**src/rtl/tdc_capture_ctrl.sv**
```systemverilog
// Ring-oscillator TDC controller: opens the window, waits for the async done flag,
// double-samples the async count until stable and hands it out on valid/ready.
module tdc_capture_ctrl #(
  parameter int BIT_COUNT      = 32,
  parameter int SYNC_STAGES    = 2,
  parameter int SETTLE_CYCLES  = 4,
  parameter int MAX_SAMPLES    = 4,
  parameter int CLEAR_CYCLES   = 2,
  parameter int TIMEOUT_CYCLES = 1024
) (
  input  logic                 clk,
  input  logic                 reset,
  input  logic                 start,
  input  logic                 stop,
  output logic                 osc_enable,
  output logic                 osc_reset,
  input  logic [BIT_COUNT-1:0] osc_count,
  input  logic                 osc_has_value,
  output logic [BIT_COUNT-1:0] result_data,
  output logic                 result_timeout,
  output logic                 result_unstable,
  output logic                 result_valid,
  input  logic                 result_ready,
  output logic                 busy
);

  localparam int WIN_W   = $clog2(TIMEOUT_CYCLES);
  localparam int DLY_MAX = (SETTLE_CYCLES > CLEAR_CYCLES) ? SETTLE_CYCLES : CLEAR_CYCLES;
  localparam int DLY_W   = $clog2(DLY_MAX + 1);
  localparam int ATT_W   = $clog2(MAX_SAMPLES + 1);

  typedef enum logic [2:0] {
    IDLE, MEASURE, WAIT_FLAG, SETTLE, SAMPLE, OUTPUT, CLEAR
  } state_t;

  state_t               state, state_d;
  logic [WIN_W-1:0]     win_cnt;
  logic [DLY_W-1:0]     dly_cnt;
  logic [ATT_W-1:0]     att_cnt;
  logic                 phase;
  logic [BIT_COUNT-1:0] s0;
  logic [SYNC_STAGES-1:0] has_sync;

  logic win_last, settle_last, clear_last, att_last, samp_match;
  logic en_d, rst_d, vld_d;

  assign win_last    = (win_cnt == WIN_W'(TIMEOUT_CYCLES - 1));
  assign settle_last = (dly_cnt == DLY_W'(SETTLE_CYCLES - 1));
  assign clear_last  = (dly_cnt == DLY_W'(CLEAR_CYCLES - 1));
  assign att_last    = (att_cnt == ATT_W'(MAX_SAMPLES - 1));
  // Second sample of a pair is compared as it is taken, so it never needs its own flop.
  assign samp_match  = (s0 == osc_count);

  // Plain synchroniser without reset so releasing reset cannot fake a flag edge.
  always_ff @(posedge clk)
    has_sync <= {has_sync[SYNC_STAGES-2:0], osc_has_value};

  always_ff @(posedge clk) begin
    if (!reset) begin
      state           <= CLEAR;
      win_cnt         <= '0;
      dly_cnt         <= '0;
      att_cnt         <= '0;
      phase           <= 1'b0;
      s0              <= '0;
      osc_enable      <= 1'b0;
      osc_reset       <= 1'b1;
      result_valid    <= 1'b0;
      result_data     <= '0;
      result_timeout  <= 1'b0;
      result_unstable <= 1'b0;
    end else begin
      state        <= state_d;
      osc_enable   <= en_d;
      osc_reset    <= rst_d;
      result_valid <= vld_d;
      case (state)
        IDLE: if (start) begin
          win_cnt         <= '0;
          result_timeout  <= 1'b0;
          result_unstable <= 1'b0;
        end
        MEASURE: begin
          win_cnt <= win_cnt + 1'b1;
          if (!stop && win_last) result_timeout <= 1'b1;
        end
        WAIT_FLAG: dly_cnt <= '0;
        SETTLE: begin
          dly_cnt <= dly_cnt + 1'b1;
          phase   <= 1'b0;
          att_cnt <= '0;
        end
        SAMPLE: begin
          phase <= ~phase;
          if (!phase) s0 <= osc_count;
          else if (samp_match) begin
            result_data     <= osc_count;
            result_unstable <= 1'b0;
          end else if (att_last) begin
            result_data     <= osc_count;
            result_unstable <= 1'b1;
          end else att_cnt <= att_cnt + 1'b1;
        end
        OUTPUT: dly_cnt <= '0;
        CLEAR:  dly_cnt <= dly_cnt + 1'b1;
        default: ;
      endcase
    end
  end

  always_comb begin
    state_d = state;
    case (state)
      IDLE:      if (start) state_d = MEASURE;
      MEASURE:   if (stop || win_last) state_d = WAIT_FLAG;
      WAIT_FLAG: if (has_sync[SYNC_STAGES-1]) state_d = SETTLE;
      SETTLE:    if (settle_last) state_d = SAMPLE;
      SAMPLE:    if (phase && (samp_match || att_last)) state_d = OUTPUT;
      OUTPUT:    if (result_ready) state_d = CLEAR;
      CLEAR:     if (clear_last) state_d = IDLE;
      default:   state_d = CLEAR;
    endcase
  end

  // Registered outputs decode the next state, so enable/reset are mutually exclusive.
  always_comb begin
    en_d  = (state_d == MEASURE);
    rst_d = (state_d == CLEAR);
    vld_d = (state_d == OUTPUT);
    busy  = (state != IDLE);
  end

endmodule

```
**config.mk**
```make
export PLATFORM = sky130hd
export DESIGN_NAME = tdc_capture_ctrl
export DESIGN_NICKNAME = d
export VERILOG_FILES = /design/src/rtl/tdc_capture_ctrl.sv
export SDC_FILE = /design/constraint.sdc
export NUM_CORES = 1
export LEC_CHECK = 0
export ABC_CLOCK_PERIOD_IN_PS = 2500
export CELL_PAD_IN_SITES_DETAIL_PLACEMENT = 2
export CELL_PAD_IN_SITES_GLOBAL_PLACEMENT = 2
export CORE_MARGIN = 5
export CORE_UTILIZATION = 24
export DETAILED_ROUTE_END_ITERATION = 16
export HOLD_SLACK_MARGIN = 0.08
export PLACE_DENSITY_LB_ADDON = 0.1
export SYNTH_ARGS = -nofsm -noshare
export SYNTH_HDL_FRONTEND = slang
export SYNTH_SLANG_ARGS = --single-unit
```
**constraint.sdc**
```tcl
create_clock -name clk -period 2.5 [get_ports clk]
set_input_delay 0.5 -clock clk [delete_from_list [all_inputs] [get_ports clk]]
set_output_delay 0.5 -clock clk [all_outputs]
set_load 0.03 [all_outputs]
```
**Yosys cells after proc, flatten, opt, wreduce, memory -nomap -nowiden**

Cells that the tools add are included.

- Input port bits: 38
- Logic and storage cells: 82
- Flip-flop bits (word level): 91
- Output and inout port bits: 38

- Reductions and logical operators: 20
- $add $sub $neg: 3
- Multiplexer cells: 25
- Equality and inequality tests: 20
- Bitwise operators: 1

Operator list:

| kind | count |
|---|---|
| 32-bit 2-to-1 mux | 2 |
| 32-bit == test | 1 |
| 3-bit 2-to-1 mux | 10 |
| 3-bit one-hot mux with 7 select lines | 1 |
| 10-bit one-hot mux with 2 select lines | 1 |
| 3-bit == test, second input constant | 5 |
| 3-bit by 2-bit == test with 1-bit output, second input constant | 4 |
| 3-bit one-hot mux with 2 select lines | 2 |
| 10-bit by 1-bit adder with 10-bit output, second input constant | 1 |
| 10-bit == test, second input constant | 1 |
| 10-bit 2-to-1 mux | 1 |
| 2-bit inequality test, second input constant | 5 |
| 2-bit nonzero test | 5 |
| 3-bit by 1-bit == test with 1-bit output, second input constant | 3 |
| 4-bit AND reduction | 2 |
| 3-bit by 1-bit adder with 3-bit output, second input constant | 2 |
| 1-bit one-hot mux with 2 select lines | 3 |
| 3-bit AND reduction | 2 |
| 1-bit 2-to-1 mux | 5 |
| 2-bit AND reduction | 2 |
| 2-bit OR reduction | 2 |
| 3-bit logical NOT | 1 |
| 3-bit inequality test, second input constant | 1 |
| 3-bit nonzero test | 1 |
| other kinds (4) | 6 |

**Longest topological paths before layout**

- Depth in word-level cells: 6
- Gate-level depth with buffers: 8
- Depth with buffers taken out: 7

**Worst setup path after synthesis**

OpenSTA, ideal clock, no wires.

- Path type: input to register
- Start point: input port osc_count[23]
- End point: register result_data[14]
- Data required time: 2.369 ns
- Library setup time: 0.131 ns
- Path slack: 0.719 ns
- Path buffers: 1
- Stages: 6
- Arrival: 1.650 ns
- Cell sequence: xor2_1 nor4_1 nand4_1 clkbuf_1 o2111ai_1 nand4_1

- Longest elaborated chain between the ends: 3

Ends and longest elaborated chain:

| element | RTL line | RTL |
|---|---|---|
| start, declared | 17 | `input logic [BIT_COUNT-1:0] osc_count,` |
| 32-bit == test (*) | 52 | `assign samp_match = (s0 == osc_count);` |
| 2-bit nonzero test (no source line) | -- |  |
| 3-bit AND reduction (no source line) | -- |  |
| end signal, assigned | 97 | `result_data <= osc_count;` |
| end signal, assigned | 100 | `result_data <= osc_count;` |
| end, declared | 19 | `output logic [BIT_COUNT-1:0] result_data,` |

Mark *: on every way between the ends. The rest lies on a longest branch, timed or not.
A chain may end at the register's enable or synchronous reset.

**Worst setup path after layout**

- Start point: register state[0]
- End point: output port busy

- Longest elaborated chain between the ends: 1

Ends and longest elaborated chain:

| element | RTL line | RTL |
|---|---|---|
| start, declared | 36 | `state_t state, state_d;` |
| start signal, assigned | 73 | `state <= state_d;` |
| 3-bit nonzero test | 130 | `busy = (state != IDLE);` |
| end, declared | 24 | `output logic busy` |

Every way passes these cells.

==> results_dict.tcl <==
set metrics [dict create \
    outcome "completed" \
    gp_congestion 0.703 \
    syn_nets 660 \
    numCtsBuffers 9 \
    drive_gt1_frac 0.109 \
    rr_endpoint "result_valid$_SDFF_PN0_" \
    fin_hold_ws_ns 0.334 \
    drc_errors 0 \
    area_growth_pct 32.0 \
    post_cts_buffers 0 \
    vias 5078 \
    clk_latency_ns 0.35 \
    max-cap-violations 0 \
    crit_end "busy" \
    cts.repair.resized 0 \
    grt_setup_unrepaired "no" \
    crit_path_end_kind "primary output" \
    num_rows 52 \
    drtIter0Drc 228 \
    dp_slack_ns -0.254 \
    startpoint_type "flop" \
    fin_nets 739 \
    initial_core_util 0.244 \
    period_minus_slack_ns 2.33 \
    drtPass1Iterations 4 \
    io_buffers 75 \
    hpwl_microns 13300 \
    synth_warnings 0 \
    first_global_vias 5591 \
    setup_viol 0 \
    cellPowerDensity_nw_per_um2 662 \
    synth_cells 616 \
    track_usage 0.161 \
    ant_nets 0 \
    grt_max_degree 48 \
    hold_buffers 0 \
    cp_max_fo 11 \
    crit_required_ns 2.00 \
    antenna_found_initial 0 \
    fin_crit_sh 0.933 \
    worst_pin_slew_ns 0.554 \
    wl_per_cell_microns 19.7 \
    netlist_area_sq_um 4960 \
    yosysUniqueCellTypes 37 \
    hold_start "has_sync[0]$_DFF_P_" \
    clock_skew_ns 0.0100 \
    fp.dieArea_sq_um 23600 \
    r2r-start "win_cnt[0]$_SDFFE_PN0P_" \
    leakage_nw 2.48 \
    core_sq_um 20300 \
    htree_levels 3 \
    max_freq_mhz 429 \
    cts.clk_slew.worst_paths_ns 0.07 \
    fin_util 0.323 \
    ys_seq_area_frac 0.367 \
    overflow 0 \
    max_slew_margin 0.628 \
    routed_via_density 5.25 \
    critPathArrivalTime_ns 1.83 \
    final.setup.worst_slack_ns 0.167 \
    cts_root_buf "clkbuf_16" \
    io_pins 76 \
    grt_first_pass_wirelength_microns 30800 \
    reg2reg_depth 6 \
    slew_viol_final 0 \
    peakVddDrop_mv 0.323 \
    hp-class "flop to flop" \
    crit_start "state[0]$_SDFF_PN0_" \
    path_class "flop to primary output" \
    cts_tree "yes" \
    place_inst 954 \
    wirelength_microns 19100 \
    antennaDiodeCount 0 \
    place_area_sq_um 6260 \
    finalInstanceArea_sq_um 6550 \
    cts.path.max_buffers 2 \
    ys_ff_latch 91 \
    ff2ff_setup_slack_ns 0.31 \
    die_h_microns 154 \
    final_cells 968 \
    synth_area_per_cell_sq_um 8.05 \
    cts_sinks 91 \
    hold_viol 0 \
    dieWidth_microns 154 \
]
==> synthesized netlist by cell type, drive strengths merged <==
master | n | share of area
a211oi | 3 | 0.0055
a21boi | 39 | 0.059
a21oi | 12 | 0.012
and2 | 8 | 0.010
and2b | 1 | 0.0015
and3 | 33 | 0.042
and4 | 3 | 0.0053
buf | 24 | 0.026
clkbuf | 39 | 0.030
dfxtp | 91 | 0.37
ha | 6 | 0.015
inv | 7 | 0.0053
mux2i | 5 | 0.010
nand2 | 80 | 0.061
nand2b | 5 | 0.0063
nand3 | 72 | 0.073
nand3b | 3 | 0.0045
nand4 | 69 | 0.087
nand4b | 1 | 0.0018
nor2 | 7 | 0.0053
nor2b | 1 | 0.0013
nor3 | 2 | 0.0020
nor3b | 5 | 0.011
nor4 | 9 | 0.011
nor4bb | 2 | 0.0040
o2111ai | 33 | 0.058
o211ai | 3 | 0.0045
o21ai | 14 | 0.014
o311ai | 1 | 0.0018
or3 | 3 | 0.0038
or4 | 1 | 0.0015
xor2 | 34 | 0.060
==> metal layers <==
layer	track usage	vias to the layer above	part of all wire
li1	-	2430	-
met1	0.207	2569	0.47
met2	0.282	66	0.50
met3	0.0273	13	0.024
met4	0.0357	0	0.0089
met5	0	-	0
==> how the worst min path moves through the flow <==
stage	endpoint	depth (start not counted)	slack, ns
2_1_floorplan	has_sync[1]$_DFF_P_	0	0.31
3_3_place_gp	has_sync[1]$_DFF_P_	0	0.32
3_5_place_dp	has_sync[1]$_DFF_P_	0	0.32
4_1_cts	has_sync[1]$_DFF_P_	0	0.34
5_1_grt	has_sync[1]$_DFF_P_	0	0.35
6_report	has_sync[1]$_DFF_P_	0	0.33
==> registers in the layout (all words and copies together), names as in the netlist <==
register,count
phase,1
state,3
result_valid,1
dly_cnt,3
att_cnt,3
has_sync,2
s0,32
osc_reset,1
result_data,32
win_cnt,10
osc_enable,1
result_unstable,1
result_timeout,1
==> layout by cell type (no fill, tap or decap), types with 2 or more instances in the layout <==
cell type         n
and4_1            3
nand3b_1          3
or3_1             3
nand3_1          72
clkbuf_16         9
a21boi_0         37
buf_4            52
nor3b_1           3
nor2_1            6
mux2i_1           5
and2_1            7
nor4bb_1          2
o2111ai_1        33
clkinv_2          2
nand4_1          69
ha_1              6
a211oi_1          2
o211ai_1          3
xor2_1           34
nand2b_1          5
and3_1           33
dfxtp_1          91
a21oi_1          12
a21boi_1          2
buf_12            5
clkdlybuf4s50_1  74
inv_1             7
o21ai_0          14
nor4_1            8
nand2_1          80
nor3_1            2
==> per-stage QoR <==
step,setup TNS [ns],power [mW]
2_1_floorplan,0,2.51
3_3_place_gp,-6.92,2.95
3_5_place_dp,-7.35,3.01
4_1_cts,0,4.42
5_1_grt,0,4.60
6_report,0,4.33
==> critical path, stage by stage, from the launching register on <==
cell	delay, ns
dfxtp_1	0.43
nor3_1	0.38
inv_1	0.07
clkdlybuf4s50_1	0.60
==> cell type report <==
type	instances	area, sq um
inverters	7	26.3
fillers	2333	13800
flip-flops and latches	91	1820
multi-input cells	455	2850
clock buffers	11	243
well taps	270	338
clock inverters	3	40.0
repair buffers	131	1230
==> power by group <==
group          leakage (nW)  total [mW]  internal [mW]  switching, mW
combinational          1.60        1.20          0.462          0.734
sequential            0.737        1.75           1.62          0.125
clock                 0.141        1.39          0.790          0.596
==> kinds of logic after synthesis <==
family / after synthesis / share of synthesized area
AOI/OAI and AO/OA: 105 / 0.155
muxes: 5 / 0.0101
adders and majority gates: 6 / 0.0151
buffers and inverters: 70 / 0.0605
xor gates and xnor gates: 34 / 0.0600
DFF: 91 / 0.367
and+or+nand+nor: 305 / 0.331
No activity file was read; power rests on OpenSTA's default activity.
==> edit 1 (same flow settings) <==
The 7 states of `state_t` get a one-hot encoding in 7 bits.
--- a/src/rtl/tdc_capture_ctrl.sv
+++ b/src/rtl/tdc_capture_ctrl.sv
@@ -31,4 +31,4 @@
 
-  typedef enum logic [2:0] {
-    IDLE, MEASURE, WAIT_FLAG, SETTLE, SAMPLE, OUTPUT, CLEAR
+  typedef enum logic [6:0] {
+    IDLE = 7'b0000001, MEASURE = 7'b0000010, WAIT_FLAG = 7'b0000100, SETTLE = 7'b0001000, SAMPLE = 7'b0010000, OUTPUT = 7'b0100000, CLEAR = 7'b1000000
   } state_t;
Formal check against the unedited RTL: no difference found for any inputs over 10 cycles, from zero or initial values and one cycle with reset low; not proved beyond that.
==> edit 1 against the unedited design <==
Wire length is 25% lower; area after synthesis is 16% lower; largest cell class unchanged; worst setup slack got worse by 0.069 ns; synthesized cell count shrank 23%; global-route usage decreased by 1.4 points; cell area shrank 11%; via count shrank 23%; final cell count shrank 16%; critical path type unchanged; sequential cell count grew 4; worst hold slack worse by 0.00089 ns.
Power is not compared: it rests on default switching activity, and its combinational part moved more than twofold at a synthesized area within 25%.
==> edit 1: results (changes against the unedited design) <==
[drt]
met1Wirelength_um=7200  ; -19%
drtPass1Iterations=4  ; unchanged
drt_iter0_drc=115  ; -50%
dr_wl_met3_um=385  ; -15%
vias=3891  ; -23%
wl_um=14300  ; -25%
routed-wl-met2_um=6550  ; -32%

[placed_design]
pre_cts_slack_ns=-0.369  ; -0.114 ns
hpwl_um=10600  ; -21%
dpl_cell_area_um2=5500  ; -12%

[global_routing]
grt_max_degree=51  ; +6.3%
grt_usage_pct=14.7  ; -1.4 points
grt_pass1_vias=4260  ; -24%
grt_pass1_wl_um=23500  ; -24%
use_met3_pct=2.35  ; -0.37 points
grt_use_met2_pct=23.2  ; -5.0 points

[setup_path]
r2r-end=win_cnt[9]$_SDFFE_PN0P_
crit_arrival_ns=1.90  ; +0.07 ns
path_max_fanout=4  ; -7
timing.rr.start=state[5]$_SDFF_PN0_
reg2reg_setup_slack_ns=0.23  ; -0.08 ns

[synthesis]
synth_mux_area_share_pct=8.66  ; +7.7 points
synth_cell_types=45  ; +22%
syn_nets=521  ; -21%
synth-adder-area-share_pct=1.79  ; +0.28 points
ys_seq_area_share_pct=45.4  ; +8.7 points
synthTopCellsByCount=dfxtp_1, nor2_1, a21oi_1, o21ai_0, nand3_1
yosys.area_share.xor_xnor_pct=7.53  ; +1.5 points
yosys-top-cells-area=dfxtp_1, mux2i_1, xnor2_1, a21oi_1, o21ai_0
synth_compound_area_share_pct=14.6  ; -0.90 points

[final_layout]
fill_cells=1912  ; -18%
fin_area_um2=5830  ; -11%
drive_gt1_share_pct=13.0  ; +2.1 points

[sta]
clock-skew-final_ns=0.00744  ; -0.00259 ns
worst_pin_slew_ns=0.458  ; -0.0965 ns
hold_ws_ns=0.333  ; -0.000894 ns

[cts]
clk_path_buf_depth=2  ; unchanged

[outcome]
outcome=completed

## edit 1: cell types whose count changed in the layout (fill, tap and decap cells not counted), sizes merged, moves of 35 or more
cell	unedited run	this run
nand4	69	9
a21oi	12	47
a21boi	39	0
xnor2	0	35
nor2	7	53
nand2	80	21
## edit 1: cell type report
class	count	area share, %
multi-input combinational	343	37.2
sequential	95	32.6
timing repair buffer	122	19.5
tap	225	4.83
clock buffer	11	4.33
clock inverter	5	0.965
inverter	9	0.579
## edit 1: critical path: stages, from the launching register on
cell,delay (ns)
dfxtp_1,0.33
or4_4,0.58
nor4b_2,0.35
inv_1,0.12
buf_4,0.19
## edit 1: through the flow
step	power, mW	instances
2_1_floorplan	1.90	477
3_3_place_gp	2.14	794
3_5_place_dp	2.15	794
5_1_grt	3.74	810
6_report	3.57	810
4_1_cts	3.63	810
## edit 1: how the worst max path moves through the flow
stage | cells past startpoint | from | slack [ns] | end
6_report | 4 | state[5]$_SDFF_PN0_ | 0.1 | busy
5_1_grt | 10 | osc_count[19] | -0.04 | result_data[14]$_SDFFE_PN0P_
4_1_cts | 9 | osc_count[7] | 0.07 | state[4]$_SDFF_PN0_
3_5_place_dp | 9 | osc_count[7] | -0.37 | result_data[2]$_SDFFE_PN0P_
3_3_place_gp | 9 | osc_count[7] | -0.27 | result_data[2]$_SDFFE_PN0P_
2_1_floorplan | 8 | state[3]$_SDFF_PN0_ | 0.30 | win_cnt[9]$_SDFFE_PN0P_
## edit 1: what timing repair did
action	4_1_cts	5_1_grt
endpoints found under the setup margin	3	36
endpoints found under the hold margin	0	0
gates resized for setup	2	2
==> edit 2 (same settings) <==
Made on the original files. The parameter `MAX_SAMPLES` goes from 4 to 8.
--- a/src/rtl/tdc_capture_ctrl.sv
+++ b/src/rtl/tdc_capture_ctrl.sv
@@ -6,3 +6,3 @@
   parameter int SETTLE_CYCLES  = 4,
-  parameter int MAX_SAMPLES    = 4,
+  parameter int MAX_SAMPLES    = 8,
   parameter int CLEAR_CYCLES   = 2,
Behaviour: no difference found for any inputs over 10 cycles, from zero or initial values and one cycle with reset low; that may be too few to reach the edited logic, so the function may still have changed.
==> edit 2 against the unedited design <==
Total power up 2.9%; non-clock buffer count down 11; die area is 16% lower; area after synthesis shrank 17%; cell area shrank 14%; sequential cell count is 1 higher; combinational power increased by 3%; worst setup slack improved by 0.026 ns; synthesized cell count down 18%; core utilization is 1.5 points higher; wire length is 26% lower; largest cell class unchanged; highest routed layer unchanged.
==> edit 2: results (changes against the unedited design) <==
[outcome]
outcome=completed

[setup_path]
timing.rr.start=s0[13]$_SDFFE_PN0P_
reg2reg_setup_slack_ns=0.48  ; +0.17 ns
r2r-end=result_data[9]$_SDFFE_PN0P_
worstRegToRegCells=8  ; +2
crit_arrival_ns=2.59  ; +0.76 ns
path_max_fanout=16  ; +5

[synthesis]
ys_warn_count=0  ; unchanged
synthTopCellsByCount=dfxtp_1, nand2_1, a21oi_1, nand3_1, o21ai_1
yosys-top-cells-area=dfxtp_1, a21oi_1, nand2_1, xor2_1, nand3_1
synth_cell_types=47  ; +27%
ys_seq_area_share_pct=44.8  ; +8.1 points
synth_async_sr_flop_share_pct=0  ; unchanged
syn_nets=546  ; -17%

[global_routing]
grt_max_degree=53  ; +10%
grt_pass1_wl_um=23100  ; -25%
grt_usage_pct=14.5  ; -1.5 points
antenna_found_initial=0  ; unchanged
grt_pass1_vias=4276  ; -24%

[sta]
drv_slew=0  ; unchanged
clock-skew-final_ns=0.00878  ; -0.00124 ns
maxSlewHeadroom_pct=68.6  ; +5.8 points

[final_layout]
drive_gt1_share_pct=12.6  ; +1.7 points
layout.nets=642  ; -13%
top_regs=result_data: 32 flops, s0: 32 flops, win_cnt: 10 flops
diodes=0  ; unchanged
fill_cells=1890  ; -19%

[placed_design]
hpwl_um=10100  ; -24%
pre_cts_slack_ns=-0.278  ; -0.0237 ns
place.gp.congestion=0.730  ; +3.8%
port_buffers=75  ; unchanged

[cts]
clk_latency_ns=0.35  ; about the same
cts_resized=0  ; unchanged
cts_buffers=9  ; unchanged
clk_pin_slew_worst_paths_ns=0.07  ; about the same
htreeDepth=3  ; unchanged
clk_path_buf_depth=2  ; unchanged
cts_setup_buffers=0  ; unchanged
cts_root_buf=clkbuf_16

[drt]
drt_iter0_drc=142  ; -38%
wl_um=14100  ; -26%
avgViaCountPerCell=4.79  ; -8.8%
drtPass1Iterations=4  ; unchanged

[min_path]
min_path_type=flip-flop to flip-flop
min_from=has_sync[0]$_DFF_P_
hold_path_depth=0  ; unchanged
whs_endpoint=has_sync[1]$_DFF_P_

[pwr]
irDropWorstVdd_v=0.000349  ; +8.0%
p_leak_nw=2.02  ; -18%

==> edit 2: cell types whose count changed after synthesis, sizes merged, moves of 5 or more <==
cell     change
a21oi       +70
nand4       -66
a21boi      -39
o21ai       +34
o2111ai     -33
and3        -32
nand3       -32
clkbuf      -22
nor2        +10
and2         -7
buf          -6
nand2        +6
nor3b        -5
==> edit 2: cells by family (layout without fill, tap and decap cells) <==
family                     count (synthesis)  after routing  synth area share [%]
AOI/OAI and AO/OA                        150            150                  19.6
xor gates and xnor gates                  33             33                  7.03
adders and majority gates                  5              5                  1.52
buffers and inverters                     41            142                  5.39
DFF                                       92             92                  44.8
muxes                                      4              4                  1.00
and+or+nand+nor                          178            178                  20.6
==> edit 2: layer usage <==
metal,GRT usage [%],vias to the layer above,part of all wire (%)
li1,-,1934,-
met1,19.6,1942,49
met2,23.9,59,47
met3,2.57,9,3.2
met4,4.28,0,1.1
met5,0,-,0
==> edit 2: through the flow <==
step           instances  setup TNS [ns]  power (mW)  area (um2)  hold WS, ns
4_1_cts              824               0        4.54        5630        0.340
3_3_place_gp         808           -7.80        3.00        5320        0.318
3_5_place_dp         808           -8.48        3.06        5320        0.315
5_1_grt              824               0        4.75        5640        0.353
2_1_floorplan        503               0        2.57        4110        0.310
6_report             824               0        4.46        5640        0.333
==> edit 2: final cells by class <==
cell class              count  area, um2  share of cell area (%)
clock buffers              11        253                    4.48
inverters                   6       22.5                   0.399
flip-flops and latches     92       1840                    32.6
well taps                 220        275                    4.88
clock inverters             5       60.1                    1.06
repair buffers            120       1130                    20.0
multi-input cells         370       2070                    36.6
==> edit 2: how the worst max path moves through the flow <==
stage | end | cells past startpoint | startpoint | slack [ns]
finish | result_data[9]$_SDFFE_PN0P_ | 9 | osc_count[13] | 0.19
floorplan | result_data[17]$_SDFFE_PN0P_ | 7 | osc_count[13] | 0.71
CTS | result_data[9]$_SDFFE_PN0P_ | 8 | osc_count[24] | 0.06
global route | result_data[9]$_SDFFE_PN0P_ | 9 | osc_count[28] | 0.06
detailed placement | result_data[9]$_SDFFE_PN0P_ | 8 | osc_count[24] | -0.28
global placement | result_data[9]$_SDFFE_PN0P_ | 8 | osc_count[24] | -0.27
==> edit 2: report_power, final <==
part / leakage (nW) / switching (mW) / total [mW] / internal (mW)
logic: 1.14 / 0.760 / 1.24 / 0.477
clock network: 0.140 / 0.613 / 1.44 / 0.830
registers: 0.745 / 0.133 / 1.78 / 1.65
==> edit 2: worst max-delay path, cell delays in order <==
cell,delay [ns]
clkdlybuf4s50_1,0.45
xor2_1,0.16
nor4_1,0.38
buf_4,0.18
nand4_1,0.15
o21ai_2,0.22
buf_4,0.26
nand3_1,0.14
a21oi_1,0.14
